<file path="src/rtl/mem_dump.sv">
// Streams WORD_COUNT consecutive 32-bit words out of a synchronous-read data memory,
// one word per valid/ready handshake, starting at a word-aligned base address.
module mem_dump #(
  parameter int WORD_COUNT_W = 8
) (
  input  logic                    CLK,
  input  logic                    RESET_N,
  input  logic                    START,
  input  logic [31:0]             BASE_ADDR,
  input  logic [WORD_COUNT_W-1:0] WORD_COUNT,
  input  logic                    ABORT,
  output logic [31:0]             MEM_ADDR,
  output logic                    MEM_RD_EN,
  input  logic [31:0]             MEM_RDATA,
  output logic [31:0]             OUT_DATA,
  output logic                    OUT_VALID,
  input  logic                    OUT_READY,
  output logic                    BUSY,
  output logic                    DONE,
  output logic [WORD_COUNT_W-1:0] SENT
);

  typedef enum logic [2:0] {IDLE, REQ, WAIT, PRESENT, FINISH} state_t;

  state_t                  state_reg, state_next;
  logic [31:0]             addr_reg, addr_next;
  logic [31:0]             data_reg, data_next;
  logic [WORD_COUNT_W-1:0] remaining_reg, remaining_next;
  logic [WORD_COUNT_W-1:0] sent_reg, sent_next;

  // The low address bits are forced to zero, so they are intentionally unused.
  logic unused_base_bits;
  assign unused_base_bits = ^BASE_ADDR[1:0];

  always_ff @(posedge CLK) begin
    if (!RESET_N) begin
      state_reg     <= IDLE;
      addr_reg      <= '0;
      data_reg      <= '0;
      remaining_reg <= '0;
      sent_reg      <= '0;
    end else begin
      state_reg     <= state_next;
      addr_reg      <= addr_next;
      data_reg      <= data_next;
      remaining_reg <= remaining_next;
      sent_reg      <= sent_next;
    end
  end

  always_comb begin
    state_next     = state_reg;
    addr_next      = addr_reg;
    data_next      = data_reg;
    remaining_next = remaining_reg;
    sent_next      = sent_reg;
    case (state_reg)
      IDLE: begin
        if (START) begin
          addr_next      = {BASE_ADDR[31:2], 2'b00};
          remaining_next = WORD_COUNT;
          sent_next      = '0;
          state_next     = (WORD_COUNT == '0) ? FINISH : REQ;
        end
      end
      REQ:  state_next = WAIT;
      WAIT: begin
        data_next  = MEM_RDATA;
        state_next = PRESENT;
      end
      PRESENT: begin
        if (OUT_READY) begin
          sent_next      = sent_reg + WORD_COUNT_W'(1);
          remaining_next = remaining_reg - WORD_COUNT_W'(1);
          addr_next      = addr_reg + 32'd4;
          state_next     = (remaining_reg == WORD_COUNT_W'(1)) ? FINISH : REQ;
        end
      end
      FINISH:  state_next = IDLE;
      default: state_next = IDLE;
    endcase
    // Abort only redirects the state; an accepted word still updates the counters.
    if (ABORT && (state_reg != IDLE)) begin
      state_next = IDLE;
    end
  end

  assign MEM_ADDR  = addr_reg;
  assign MEM_RD_EN = (state_reg == REQ);
  assign OUT_DATA  = data_reg;
  assign OUT_VALID = (state_reg == PRESENT);
  assign BUSY      = (state_reg != IDLE);
  assign DONE      = (state_reg == FINISH);
  assign SENT      = sent_reg;

endmodule

</file>
<file path="config.mk">
export PLATFORM = sky130hd
export DESIGN_NAME = mem_dump
export DESIGN_NICKNAME = d
export VERILOG_FILES = /design/src/rtl/mem_dump.sv
export SDC_FILE = /design/constraint.sdc
export NUM_CORES = 1
export LEC_CHECK = 0
export ABC_AREA = 0
export BUFFER_PORTS_ARGS = -buffer_cell sky130_fd_sc_hd__buf_2
export CAP_MARGIN = 15
export CORE_ASPECT_RATIO = 1.5
export CORE_MARGIN = 5
export CORE_UTILIZATION = 40
export DETAILED_ROUTE_END_ITERATION = 6
export GPL_ROUTABILITY_DRIVEN = 0
export GPL_TIMING_DRIVEN = 0
export PLACE_DENSITY = 0.74
export SKIP_CTS_REPAIR_TIMING = 1
export SLEW_MARGIN = 25
export SYNTH_ARGS = -nofsm -noshare
export SYNTH_HDL_FRONTEND = slang
export SYNTH_SLANG_ARGS = --single-unit
</file>
<file path="constraint.sdc">
create_clock -name CLK -period 2.75 [get_ports CLK]
set_input_delay 0 -clock CLK [delete_from_list [all_inputs] [get_ports CLK]]
set_output_delay 0 -clock CLK [all_outputs]
set_load 0.03 [all_outputs]
</file>
* Word-level counts from Yosys, hierarchy flattened
Index checks and enable logic that the tools add are counted.
** Cells by class
- Add/subtract/negate cells :: 3
- Equality and inequality tests :: 7
- Multiplexer cells :: 14
- Bitwise operators :: 1
- Reduce and logical (&&, ||, !) cells :: 8
** Operators by type and width (number)
- 32-bit two-way mux :: 2
- 32-bit case mux with 2 select lines :: 1
- 32-bit by 3-bit adder with 32-bit output, second input constant :: 1
- 8-bit two-way mux :: 4
- 8-bit case mux with 2 select lines :: 2
- 3-bit two-way mux :: 4
- 3-bit case mux with 4 select lines :: 1
- 8-bit by 1-bit adder with 8-bit output, second input constant :: 1
- 8-bit by 1-bit == test with 1-bit output, second input constant :: 1
- 8-bit logical NOT :: 1
- 8-bit by 1-bit subtractor with 8-bit output, second input constant :: 1
- 3-bit by 2-bit == test with 1-bit output, second input constant :: 2
- 3-bit by 1-bit == test with 1-bit output, second input constant :: 1
- 3-bit == test, second input constant :: 1
- 3-bit logical NOT :: 1
- 3-bit AND reduction :: 1
- 3-bit nonzero test :: 1
- 2-bit by 1-bit != test with 1-bit output, second input constant :: 1
- 2-bit != test, second input constant :: 1
- 2-bit AND reduction :: 1
- 2-bit nonzero test :: 1
- 2-bit OR reduction :: 1
- 1-bit logical AND :: 1
- 1-bit NOT :: 1
** Storage, ports and cells
- Bits in registers :: 83
- Input bits :: 77
- Output and inout bits :: 76
- Logic and storage cells :: 38

* Depth between registers and ports, before layout
Gate-level depths: netlist of run 1.
- Depth in word-level cells :: 4
- Mapped depth :: 8
- Depth with buffers taken out :: 7

* Worst setup path before layout of run 1
Ideal clock, no wire load.
- Kind :: reg-to-reg
- From :: register addr_reg[2] (netlist: MEM_ADDR[2])
- To :: register addr_reg[30] (netlist: MEM_ADDR[30])
- Library setup time :: 0.074 ns
- Data arrival time :: 2.112 ns
- Required time :: 2.676 ns
- Setup slack :: 0.564 ns
- Cell stages (with the launch flop) :: 7
- Buffers on the path :: 0
- Period minus slack after synthesis :: 2.186 ns
- Cells stage by stage :: dfxtp_1 > ha_1 > nand3_2 > nor4_4 > nand3_2 > or4_1 > a31oi_1
** Between the ends
- Cells in the longest elaborated chain, start to end :: 3
** Ends and longest elaborated chain
- start, declared :: RTL line 26 : logic [31:0] addr_reg, addr_next;
- start signal, assigned :: RTL line 44 : addr_reg <= addr_next;
- 32-bit by 3-bit adder with 32-bit output :: RTL line 75 : addr_next = addr_reg + 32'd4;
- 32-bit two-way mux :: RTL line 72 : if (OUT_READY) begin
- 32-bit case mux with 2 select lines :: RTL line 57 : case (state_reg)
Every way passes these cells. The select of a mux whose other input is x is not followed.
A chain may end at the register's enable or synchronous reset.

* Worst setup path after layout of run 1
Ends and elaborated chain as after synthesis.

==> metrics.cfg, run 1 <==
[run_status]
status = finished with violations
violations = hold timing

[global_route]
grt_pass1_vias = 4442
grtUsageTotal = 0.2256
grt_antenna_before_repair = 0
grt_pass1_wl_um = 22000
grt_overflow_total = 0
grt_max_degree = 15

[route]
drt-initial-drc-count = 361
post_drt_via_cell_ratio = 5.770
drc_errors = 0
first_pass_iters = 6
post_drt_wl_per_cell_um = 17.49
vias = 4985
ant_nets = 0
wl_um = 15110

[cells_and_area]
area_growth_pct = 42.89
instances_no_fill = 864
fin_nets = 823
final_util = 0.5782
final_area_sq_mm = 0.005794
multi_input_area_sq_mm = 0.002252
fillers = 897
drive_above_1_share = 0.2423
regArea_sq_mm = 0.001622
largest_reg_flops = 32
antenna_cells = 0

[cts]
cts.sinks = 81
cts_inserted_buffers = 9
cts_root_buffer = clkbuf_16
clk_path_buf_depth = 2
path_clk_slew_ps = 60
htreeDepth = 3
cts_tree = done
worstSkewPairLatency_ps = 350

[timing]
hold_slack_ps = -31.16
finalCritPeriodShare = 0.8400
worst-slew-pin-transition_ps = 738.1
tns_ps = 0
fmax_mhz = 432.9
setup_violations = 0
maxSlewHeadroom = 0.5079
fin_skew_ps = 9.360
grt_setup_unrepaired = false
hold_violations = 4
finalMaxSlewViolations = 0
min_period_ps = 2310

[pwr]
swShare = 0.2893
peakVddDrop_v = 0.0003503
p_per_area_mw_per_mm2 = 581.4
power_frac_seq = 0.394
power.switching_mw = 0.9746
intPower_mw = 2.394
leakage_nw = 2.412
power_frac_comb = 0.188
p_clk_frac = 0.418

[yosys]
ys_seq_area_frac = 0.3999
yosys-top-cells-area = dfxtp_1 (40%), nand2_1 (9.8%), a21oi_1 (6.9%), nor2_1 (3.6%), o21ai_0 (3.6%)
synth-warning-count = 0
synth-main-ff-cell = dfxtp_1
synth-seq-cells = 81
async_flop_share = 0
mappedNetlistArea_sq_mm = 0.004055
synth.most_common_cell = nand2_1
synth_edf_count = 0
syn_inst = 533
avgSynthCellArea_sq_um = 7.608
yosys.cell_types.count = 58
synth_common_cells = nand2_1 (106), dfxtp_1 (81), a21oi_1 (56)
synth_top_cell_by_area = dfxtp_1
synth_top_cell_area_share = 0.3999

[hold_path]
worstHoldPathType = input port to flip-flop

[critical_path]
crit_arrival_ps = 2580
required_ps = 3020
crit_path_end_kind = flip-flop
path_max_fanout = 9
crit_type = flip-flop to flip-flop
start_kind = flip-flop

[job]
drv_cap = 0

[placement]
port_buffers = 147
dpl_cell_area_sq_mm = 0.004941
hpwlAfterDp_um = 10890
placedCellCount = 798

[die]
die_x_um = 92.21
fp-row-count = 45
start_util = 0.4046
die_area_sq_mm = 0.01229
placeableCoreArea_sq_mm = 0.01002
dieHeight_um = 133.3
io_pins = 153

## layout by cell type (no fill, tap or decap), types with 6 or more instances in the layout
cell           instances
inv_1                  7
nand2_1              106
nor3_1                18
clkbuf_1              27
buf_2                151
nor2_1                39
or3_1                 11
and3_1                 6
clkbuf_16              9
a31oi_1               14
dfxtp_1               81
o21ai_0               29
dlygate4sd3_1         50
a21oi_1               56
nand4_1               15
and2_1                 7
or4_1                  8
a22oi_1                6
nand3_1               15
## layer usage
| layer | vias to the layer above | wire (um) | GRT usage |
|---|---|---|---|
| li1 | 2331 | - | - |
| met2 | 272 | 7561 | 0.3894 |
| met3 | 58 | 1145 | 0.04124 |
| met5 | - | 0 | 0 |
| met4 | 0 | 650 | 0.1339 |
| met1 | 2324 | 5752 | 0.2568 |
## power by group through the flow
stage	clock [mW]	sequential (mW)	combinational, mW
floorplan	0	1.44	0.259
global placement	0	1.34	0.557
detailed placement	0	1.35	0.568
CTS	1.43	1.32	0.570
global route	1.48	1.33	0.679
finish	1.41	1.33	0.633
## metrics by stage
step | total power [mW] | worst slack (ps)
finish | 3.369 | 440.1
global route | 3.497 | 274.0
CTS | 3.322 | 467.1
detailed placement | 1.916 | 481.4
global placement | 1.900 | 494.1
floorplan | 1.695 | 564.0
## cells by family (layout without fill, tap and decap cells)
group	after synthesis	in the layout	synth area share
fa+ha+maj	4	4	0.01234
mux	4	4	0.01111
compound gates	140	140	0.2077
xor+xnor	7	7	0.01512
simple gates	250	250	0.3073
buf+inv	46	259	0.04567
flops	81	81	0.3999
other cells	1	2	0.0009248
## worst max-delay path, stage by stage, from the launching register on
cell     delay [ps]
dfxtp_1         440
ha_1            240
nand3_2         240
nor4_4          590
nand3_2         160
or4_1           410
a31oi_1         170
## final cells by class
type / instances / area share
Timing Repair Buffer: 197 / 0.2133
Inverter: 9 / 0.005830
Multi-Input combinational cell: 407 / 0.3887
Sequential cell: 81 / 0.2799
Tap cell: 117 / 0.02526
Buffer: 37 / 0.02613
Clock inverter: 6 / 0.01965
Clock buffer: 10 / 0.04124
## final timing paths
kind	start	end	slack (ps)	depth (start not counted)
min reg2reg	OUT_DATA[5]	OUT_DATA[5]	450	2
max	MEM_ADDR[2]	MEM_ADDR[30]	440	6
min	BASE_ADDR[17]	MEM_ADDR[17]	-30	3
max reg2reg	MEM_ADDR[2]	MEM_ADDR[30]	440	6
(Power assumes the default switching activity.)
==> run 2, diff against run 1 <==
- ABC_AREA: 0 -> 1
- PLACE_DENSITY: 0.74 -> 0.75
- clock period: 2.75 -> 2.1 ns (I/O delays scaled with it)
==> run 2 against run 1 <==
  * The flow still finishes with violations (hold timing)
  * Maximum frequency rose by 29%
  * Synthesized cell count rose by 34%
  * First-iteration DRC count down 17%
  * Synthesized area increased by 12%
  * Clock skew decreased by 2.8 ps
  * Die area is 11% higher
  * Non-clock buffer count down 10
  * Hold slack worse by 7.9 ps
  * Critical path depth grew 4
  * Setup slack lost 130 ps
  * Critical endpoint is now MEM_ADDR[12]
==> metrics.cfg, run 2 <==
[timing]
tns_ps = 0  ; unchanged
fmax_mhz = 559.3  ; was 432.9 MHz
hold_slack_ps = -39.07  ; was -31.16 ps
maxSlewHeadroom = 0.5840  ; was 0.5079
min_period_ps = 1788  ; was 2310 ps
setup_violations = 0  ; unchanged
worst-slew-pin-transition_ps = 624.0  ; was 738.1 ps
fin_skew_ps = 6.522  ; was 9.360 ps
grt_setup_unrepaired = false  ; unchanged
hold_violations = 4  ; unchanged
finalCritPeriodShare = 0.8515  ; was 0.8400
finalMaxSlewViolations = 0  ; unchanged

[cts]
cts.sinks = 81  ; unchanged
cts_tree = done  ; unchanged
cts_root_buffer = clkbuf_16  ; unchanged
clk_path_buf_depth = 2  ; unchanged
cts_inserted_buffers = 9  ; unchanged
path_clk_slew_ps = 60  ; about the same
htreeDepth = 3  ; unchanged
worstSkewPairLatency_ps = 340  ; was 350 ps

[critical_path]
cp_common_cell = nand2_1  ; was nand3_2
r2r-end = MEM_ADDR[12]  ; was MEM_ADDR[30]
crit_type = flip-flop to flip-flop  ; unchanged
path_cells = ha_1 -> nand2_1 -> nor2_2 -> nand2_1 -> nor2_1 -> nor2_1 -> o21ai_0 -> nand3_1 -> nand2_1 -> inv_1  ; was ha_1 -> nand3_2 -> nor4_4 -> nand3_2 -> or4_1 -> a31oi_1
crit-reg2reg-launch = MEM_ADDR[2]  ; unchanged
cpLargestDelayFamily = simple AND/OR/NAND/NOR gates  ; unchanged
crit_path_end_kind = flip-flop  ; unchanged
start_kind = flip-flop  ; unchanged
slowest_stage = dfxtp_1  ; was nor4_4
required_ps = 2340  ; was 3020 ps
slowest_delay_ps = 410  ; was 590 ps
crit_arrival_ps = 2030  ; was 2580 ps
path_max_fanout = 5  ; was 9
r2r_setup_slack_ps = 310  ; was 440 ps
worstPathBufferInverterCount = 1  ; was 0
r2r.worst_path.cells = 10  ; was 6

[pwr]
power_frac_comb = 0.517  ; was 0.188
power_mw = 8.140  ; was 3.369 mW
p_clk_frac = 0.183  ; was 0.418
p_per_area_mw_per_mm2 = 1329  ; was 581.4 mW/mm^2
swShare = 0.4844  ; was 0.2893
power.switching_mw = 3.943  ; was 0.9746 mW
power_frac_seq = 0.299  ; was 0.394
leakage_nw = 2.704  ; was 2.412 nW
intPower_mw = 4.197  ; was 2.394 mW
peakVddDrop_v = 0.0005544  ; was 0.0003503 V

[cells_and_area]
final_common_cell = nand2_1  ; was buf_2
area_growth_pct = 35.31  ; was 42.89%
fillers = 1137  ; was 897
final_area_sq_mm = 0.006127  ; was 0.005794 sq mm
drive_above_1_share = 0.2200  ; was 0.2423
most-common-layout-cells = nand2_1 (196), buf_2 (154), nor2_1 (103)  ; was buf_2 (151), nand2_1 (106), dfxtp_1 (81)
largest_reg_flops = 32  ; unchanged
antenna_cells = 0  ; unchanged
fin_nets = 994  ; was 823
instances_no_fill = 1065  ; was 864

[hold_path]
holdPathStages = 5  ; was 3
worstHoldPathType = input port to flip-flop  ; unchanged
hp-start = BASE_ADDR[14]  ; was BASE_ADDR[17]
min_to = MEM_ADDR[14]  ; was MEM_ADDR[17]

[yosys]
yosys.cell_types.count = 38  ; was 58
yosys-top-cells-area = dfxtp_1 (36%), nand2_1 (16%), nand3_1 (9.5%), nor2_1 (8.5%), a21oi_1 (7.1%)  ; was dfxtp_1 (40%), nand2_1 (9.8%), a21oi_1 (6.9%), nor2_1 (3.6%), o21ai_0 (3.6%)
synth-warning-count = 0  ; unchanged
synth-seq-cells = 81  ; unchanged
synth-main-ff-cell = dfxtp_1  ; unchanged
mappedNetlistArea_sq_mm = 0.004528  ; was 0.004055 sq mm
synth_common_cells = nand2_1 (196), nor2_1 (103), nand3_1 (86)  ; was nand2_1 (106), dfxtp_1 (81), a21oi_1 (56)
synth_edf_count = 0  ; unchanged
synth_top_cell_by_area = dfxtp_1  ; unchanged
avgSynthCellArea_sq_um = 6.342  ; was 7.608 sq um
async_flop_share = 0  ; unchanged
ys_seq_area_frac = 0.3581  ; was 0.3999
syn_inst = 714  ; was 533
synth.most_common_cell = nand2_1  ; unchanged
synth_top_cell_area_share = 0.3581  ; was 0.3999

[global_route]
grt_overflow_total = 0  ; unchanged
grtUsageTotal = 0.2126  ; was 0.2256
grt_pass1_wl_um = 23540  ; was 22000 um
grt_pass1_vias = 5018  ; was 4442
grt_antenna_before_repair = 0  ; unchanged
grt_max_degree = 13  ; was 15

[die]
start_util = 0.4096  ; was 0.4046
die_x_um = 96.87  ; was 92.21 um
fp-row-count = 47  ; was 45
die_area_sq_mm = 0.01359  ; was 0.01229 sq mm
dieHeight_um = 140.3  ; was 133.3 um
io_pins = 153  ; unchanged
placeableCoreArea_sq_mm = 0.01106  ; was 0.01002 sq mm

[route]
ant_nets = 0  ; unchanged
vias = 5305  ; was 4985
post_drt_wl_per_cell_um = 14.43  ; was 17.49 um
post_drt_via_cell_ratio = 4.981  ; was 5.770
drc_errors = 0  ; unchanged
first_pass_iters = 4  ; was 6
drt-initial-drc-count = 299  ; was 361
wl_um = 15370  ; was 15110 um

[placement]
port_buffers = 147  ; unchanged
hpwlAfterDp_um = 11350  ; was 10890 um
placedCellCount = 1009  ; was 798
dpl_cell_area_sq_mm = 0.005451  ; was 0.004941 sq mm

[run_status]
status = finished with violations  ; unchanged
violations = hold timing  ; unchanged

[job]
drv_cap = 0  ; unchanged

## run 2: changes by cell type after synthesis, sizes merged, moves of 8 or more
cell,before,now
nor2,39,110
nand4,16,2
nor3,19,11
nand3,17,88
a31oi,14,5
a21oi,56,66
or3,11,0
buf,10,18
nand2,106,198
or4,8,0
clkbuf,27,19
inv,9,57
## run 2: stage by stage
step / setup WS (ps) / util
floorplan: 411.8 / -
global placement: 378.5 / 0.4931
detailed placement: 346.7 / 0.4931
CTS: 301.7 / 0.5180
global route: 119.9 / 0.5542
finish: 311.9 / 0.5542
## run 2: logic make-up (layout without fill, tap and decap cells)
| group | count (synthesis) | in the layout | synth area share |
|---|---|---|---|
| compound gates | 106 | 106 | 0.1238 |
| xor+xnor | 9 | 9 | 0.01741 |
| fa+ha+maj | 4 | 4 | 0.01105 |
| buf+inv | 95 | 298 | 0.09394 |
| flops | 81 | 81 | 0.3581 |
| other cells | 1 | 2 | 0.0008282 |
| simple gates | 418 | 418 | 0.3949 |
## run 2: how the worst max path moves through the flow
stage / from / endpoint / slack, ps / depth (start not counted)
after floorplan: MEM_ADDR[2] / MEM_ADDR[12] / 410 / 10
after global placement: MEM_ADDR[2] / MEM_ADDR[12] / 380 / 10
after detailed placement: MEM_ADDR[2] / MEM_ADDR[12] / 350 / 10
after CTS: state_reg[2] / OUT_VALID / 300 / 6
after global routing: MEM_ADDR[2] / MEM_ADDR[12] / 120 / 10
final: MEM_ADDR[2] / MEM_ADDR[12] / 310 / 10
## run 2: power by group through the flow
| stage | Clock, mW | Combinational, mW | Sequential (mW) |
|---|---|---|---|
| 2_1_floorplan | 0 | 2.31 | 3.08 |
| 3_3_place_gp | 0 | 4.14 | 2.45 |
| 3_5_place_dp | 0 | 4.17 | 2.46 |
| 4_1_cts | 1.52 | 4.18 | 2.43 |
| 5_1_grt | 1.57 | 4.65 | 2.50 |
| 6_report | 1.49 | 4.21 | 2.44 |
## run 2: area by class of cell
| class | count | area (sq um) | share of cell area |
|---|---|---|---|
| Inverter | 58 | 217.7 | 0.03553 |
| Sequential cell | 81 | 1622 | 0.2647 |
| Clock buffer | 13 | 260.3 | 0.04248 |
| Buffer | 37 | 207.7 | 0.03390 |
| Multi-Input combinational cell | 539 | 2485 | 0.4056 |
| Timing Repair Buffer | 187 | 1136 | 0.1854 |
| Tap cell | 147 | 183.9 | 0.03002 |
| Clock inverter | 3 | 15.01 | 0.002450 |
## run 2: per-layer routing
metal	routed length (um)	global-route usage
met1	5517	0.2135
met2	8074	0.3937
met3	1163	0.05771
met4	614	0.1154
met5	0	0
## run 2: tightest hold or removal path, cell delays in order
cell     delay, ps
buf_2           80
nand2_1         40
nand3_1         70
nand2_1         40
inv_1           40
==> run 3, diff against run 2 <==
- BUFFER_PORTS_ARGS: -buffer_cell sky130_fd_sc_hd__buf_2 -> -buffer_cell sky130_fd_sc_hd__buf_4
==> run 3 against run 2 <==
  * The run still ends with hold timing left
  * Hold slack got worse by 1.0 ps
  * Final area rose by 6.8%
  * Setup slack got worse by 38 ps
  * Sequential power barely moved
  * Core utilization rose by 3.8 points
  * Register-to-register slack got worse by 40 ps
  * Non-clock buffer count rose by 1
  * Largest cell class unchanged
  * Largest power group unchanged
==> metrics.cfg, run 3 (synthesis gave the netlist of run 2 again) <==
[run_status]
status = finished with violations  ; unchanged
violations = hold timing  ; unchanged

[cts]
htreeDepth = 3  ; unchanged
cts.sinks = 81  ; unchanged
cts_inserted_buffers = 9  ; unchanged
clk_path_buf_depth = 2  ; unchanged
worstSkewPairLatency_ps = 340  ; about the same
cts_tree = done  ; unchanged
path_clk_slew_ps = 70  ; was 60 ps
cts_root_buffer = clkbuf_16  ; unchanged

[route]
post_drt_wl_per_cell_um = 14.45  ; was 14.43 um
first_pass_iters = 5  ; was 4
drt-initial-drc-count = 256  ; was 299
post_drt_via_cell_ratio = 5.014  ; was 4.981
vias = 5345  ; was 5305
wl_um = 15410  ; was 15370 um
drc_errors = 0  ; unchanged
ant_nets = 0  ; unchanged

[timing]
min_period_ps = 1826  ; was 1788 ps
finalCritPeriodShare = 0.8697  ; was 0.8515
setup_slack_ps = 273.6  ; was 311.9 ps
tns_ps = 0  ; unchanged
hold_slack_ps = -40.11  ; was -39.07 ps
grt_setup_unrepaired = false  ; unchanged
fmax_mhz = 547.5  ; was 559.3 MHz
fin_skew_ps = 7.606  ; was 6.522 ps
maxSlewHeadroom = 0.5792  ; was 0.5840
worst-slew-pin-transition_ps = 631.3  ; was 624.0 ps
hold_violations = 4  ; unchanged
setup_violations = 0  ; unchanged
finalMaxSlewViolations = 0  ; unchanged

[hold_path]
worstHoldPathType = input port to flip-flop  ; unchanged

[cells_and_area]
drive_above_1_share = 0.2220  ; was 0.2200
area_growth_pct = 44.57  ; was 35.31%
most-common-layout-cells = nand2_1 (196), buf_4 (153), nor2_1 (103)  ; was nand2_1 (196), buf_2 (154), nor2_1 (103)
antenna_cells = 0  ; unchanged
final_common_cell = nand2_1  ; unchanged
fin_nets = 995  ; was 994
largest_reg_flops = 32  ; unchanged
fillers = 1101  ; was 1137

[pwr]
swShare = 0.4653  ; was 0.4844
p_clk_frac = 0.194  ; was 0.183
intPower_mw = 4.597  ; was 4.197 mW
peakVddDrop_v = 0.0006531  ; was 0.0005544 V
power.switching_mw = 4.001  ; was 3.943 mW
p_per_area_mw_per_mm2 = 1314  ; was 1329 mW/mm^2
leakage_nw = 2.786  ; was 2.704 nW
power_frac_comb = 0.520  ; was 0.517
power_frac_seq = 0.286  ; was 0.299

[global_route]
grt_antenna_before_repair = 0  ; unchanged
grt_overflow_total = 0  ; unchanged
grt_pass1_vias = 5014  ; was 5018
grt_pass1_wl_um = 24030  ; was 23540 um
grtUsageTotal = 0.2160  ; was 0.2126
grt_max_degree = 14  ; was 13

[critical_path]
worstPathBufferInverterCount = 0  ; was 1
required_ps = 2300  ; was 2340 ps
slowest_delay_ps = 460  ; was 410 ps
cpLargestDelayFamily = simple AND/OR/NAND/NOR gates  ; unchanged
path_cells = nand2_1 -> nor2_1 -> nand2_1 -> nor2_1 -> nand2_1 -> nand2_1 -> nand3_1 -> nand2_1 -> a21oi_1  ; was ha_1 -> nand2_1 -> nor2_2 -> nand2_1 -> nor2_1 -> nor2_1 -> o21ai_0 -> nand3_1 -> nand2_1 -> inv_1
cp_common_cell = nand2_1  ; unchanged
crit_path_end_kind = flip-flop  ; unchanged
path_max_fanout = 7  ; was 5
crit_type = flip-flop to flip-flop  ; unchanged
start_kind = flip-flop  ; unchanged
crit_arrival_ps = 2030  ; about the same
slowest_stage = nor2_1  ; was dfxtp_1

[die]
io_pins = 153  ; unchanged
start_util = 0.4096  ; unchanged
dieHeight_um = 140.3  ; unchanged
fp-row-count = 47  ; unchanged
die_area_sq_mm = 0.01359  ; unchanged
placeableCoreArea_sq_mm = 0.01106  ; unchanged
die_x_um = 96.87  ; unchanged

[placement]
port_buffers = 147  ; unchanged
hpwlAfterDp_um = 11410  ; was 11350 um
pre_cts_ws_ps = 330.1  ; was 346.7 ps

[job]
drv_cap = 0  ; unchanged

run 3: cell types whose count changed in the layout (fill, tap and decap cells not counted):
cell | before | now
clkbuf_8 | 2 | 3
clkinvlp_4 | 0 | 2
dlygate4sd3_1 | 40 | 41
buf_4 | 6 | 153
buf_2 | 154 | 7
clkinv_2 | 3 | 1
bufinv_16 | 0 | 1
clkbuf_1 | 21 | 19
run 3: layer usage:
layer,track usage,share of wire,up-vias,routed length [um]
met1,0.2221,0.36,2408,5560
met3,0.05323,0.069,43,1061
li1,-,-,2691,-
met5,0,0,-,0
met4,0.1302,0.044,0,676
met2,0.3916,0.53,203,8110
run 3: final timing paths:
| check | startpoint | slack, ps | cells past startpoint | endpoint |
|---|---|---|---|---|
| worst max-delay path | MEM_ADDR[14] | 270 | 9 | MEM_ADDR[23] |
| worst min-delay path | BASE_ADDR[18] | -40 | 5 | MEM_ADDR[18] |
| worst max register to register | MEM_ADDR[14] | 270 | 9 | MEM_ADDR[23] |
| worst min register to register | OUT_DATA[31] | 460 | 2 | OUT_DATA[31] |
run 3: stage by stage:
stage / instances / total power [mW] / utilization / hold slack [ps] / area, sq um
4_1_cts: 1025 / 8.576 / 0.5550 / -71.10 / 6136
5_1_grt: 1066 / 9.156 / 0.5921 / 10.42 / 6546
3_5_place_dp: 1009 / 6.895 / 0.5264 / 287.6 / 5819
3_3_place_gp: 1009 / 6.859 / 0.5264 / 281.7 / 5819
2_1_floorplan: 715 / 5.391 / - / 160.3 / 4532
6_report: 1066 / 8.599 / 0.5921 / -40.11 / 6546
run 3: worst register-to-register path, stage by stage (launching register included):
cell and delay (ps):
dfxtp_1 430, nand2_1 120, nor2_1 200, nand2_1 110, nor2_1 460, nand2_1 110
nand2_1 80, nand3_1 60, nand2_1 70, a21oi_1 60
run 3: cell type report:
type | count | area [sq um] | share of cell area
Clock inverter | 4 | 50.05 | 0.007645
Timing Repair Buffer | 188 | 1514 | 0.2313
Sequential cell | 81 | 1622 | 0.2477
Inverter | 58 | 217.7 | 0.03326
Buffer | 37 | 207.7 | 0.03173
Multi-Input combinational cell | 539 | 2485 | 0.3796
Tap cell | 147 | 183.9 | 0.02810
Clock buffer | 12 | 266.5 | 0.04071
run 3: power by group through the flow:
stage / clock network, mW / logic [mW] / registers (mW)
floorplan: 0 / 2.31 / 3.08
global placement: 0 / 4.38 / 2.48
detailed placement: 0 / 4.42 / 2.48
CTS: 1.69 / 4.43 / 2.45
global route: 1.74 / 4.89 / 2.52
finish: 1.67 / 4.47 / 2.46
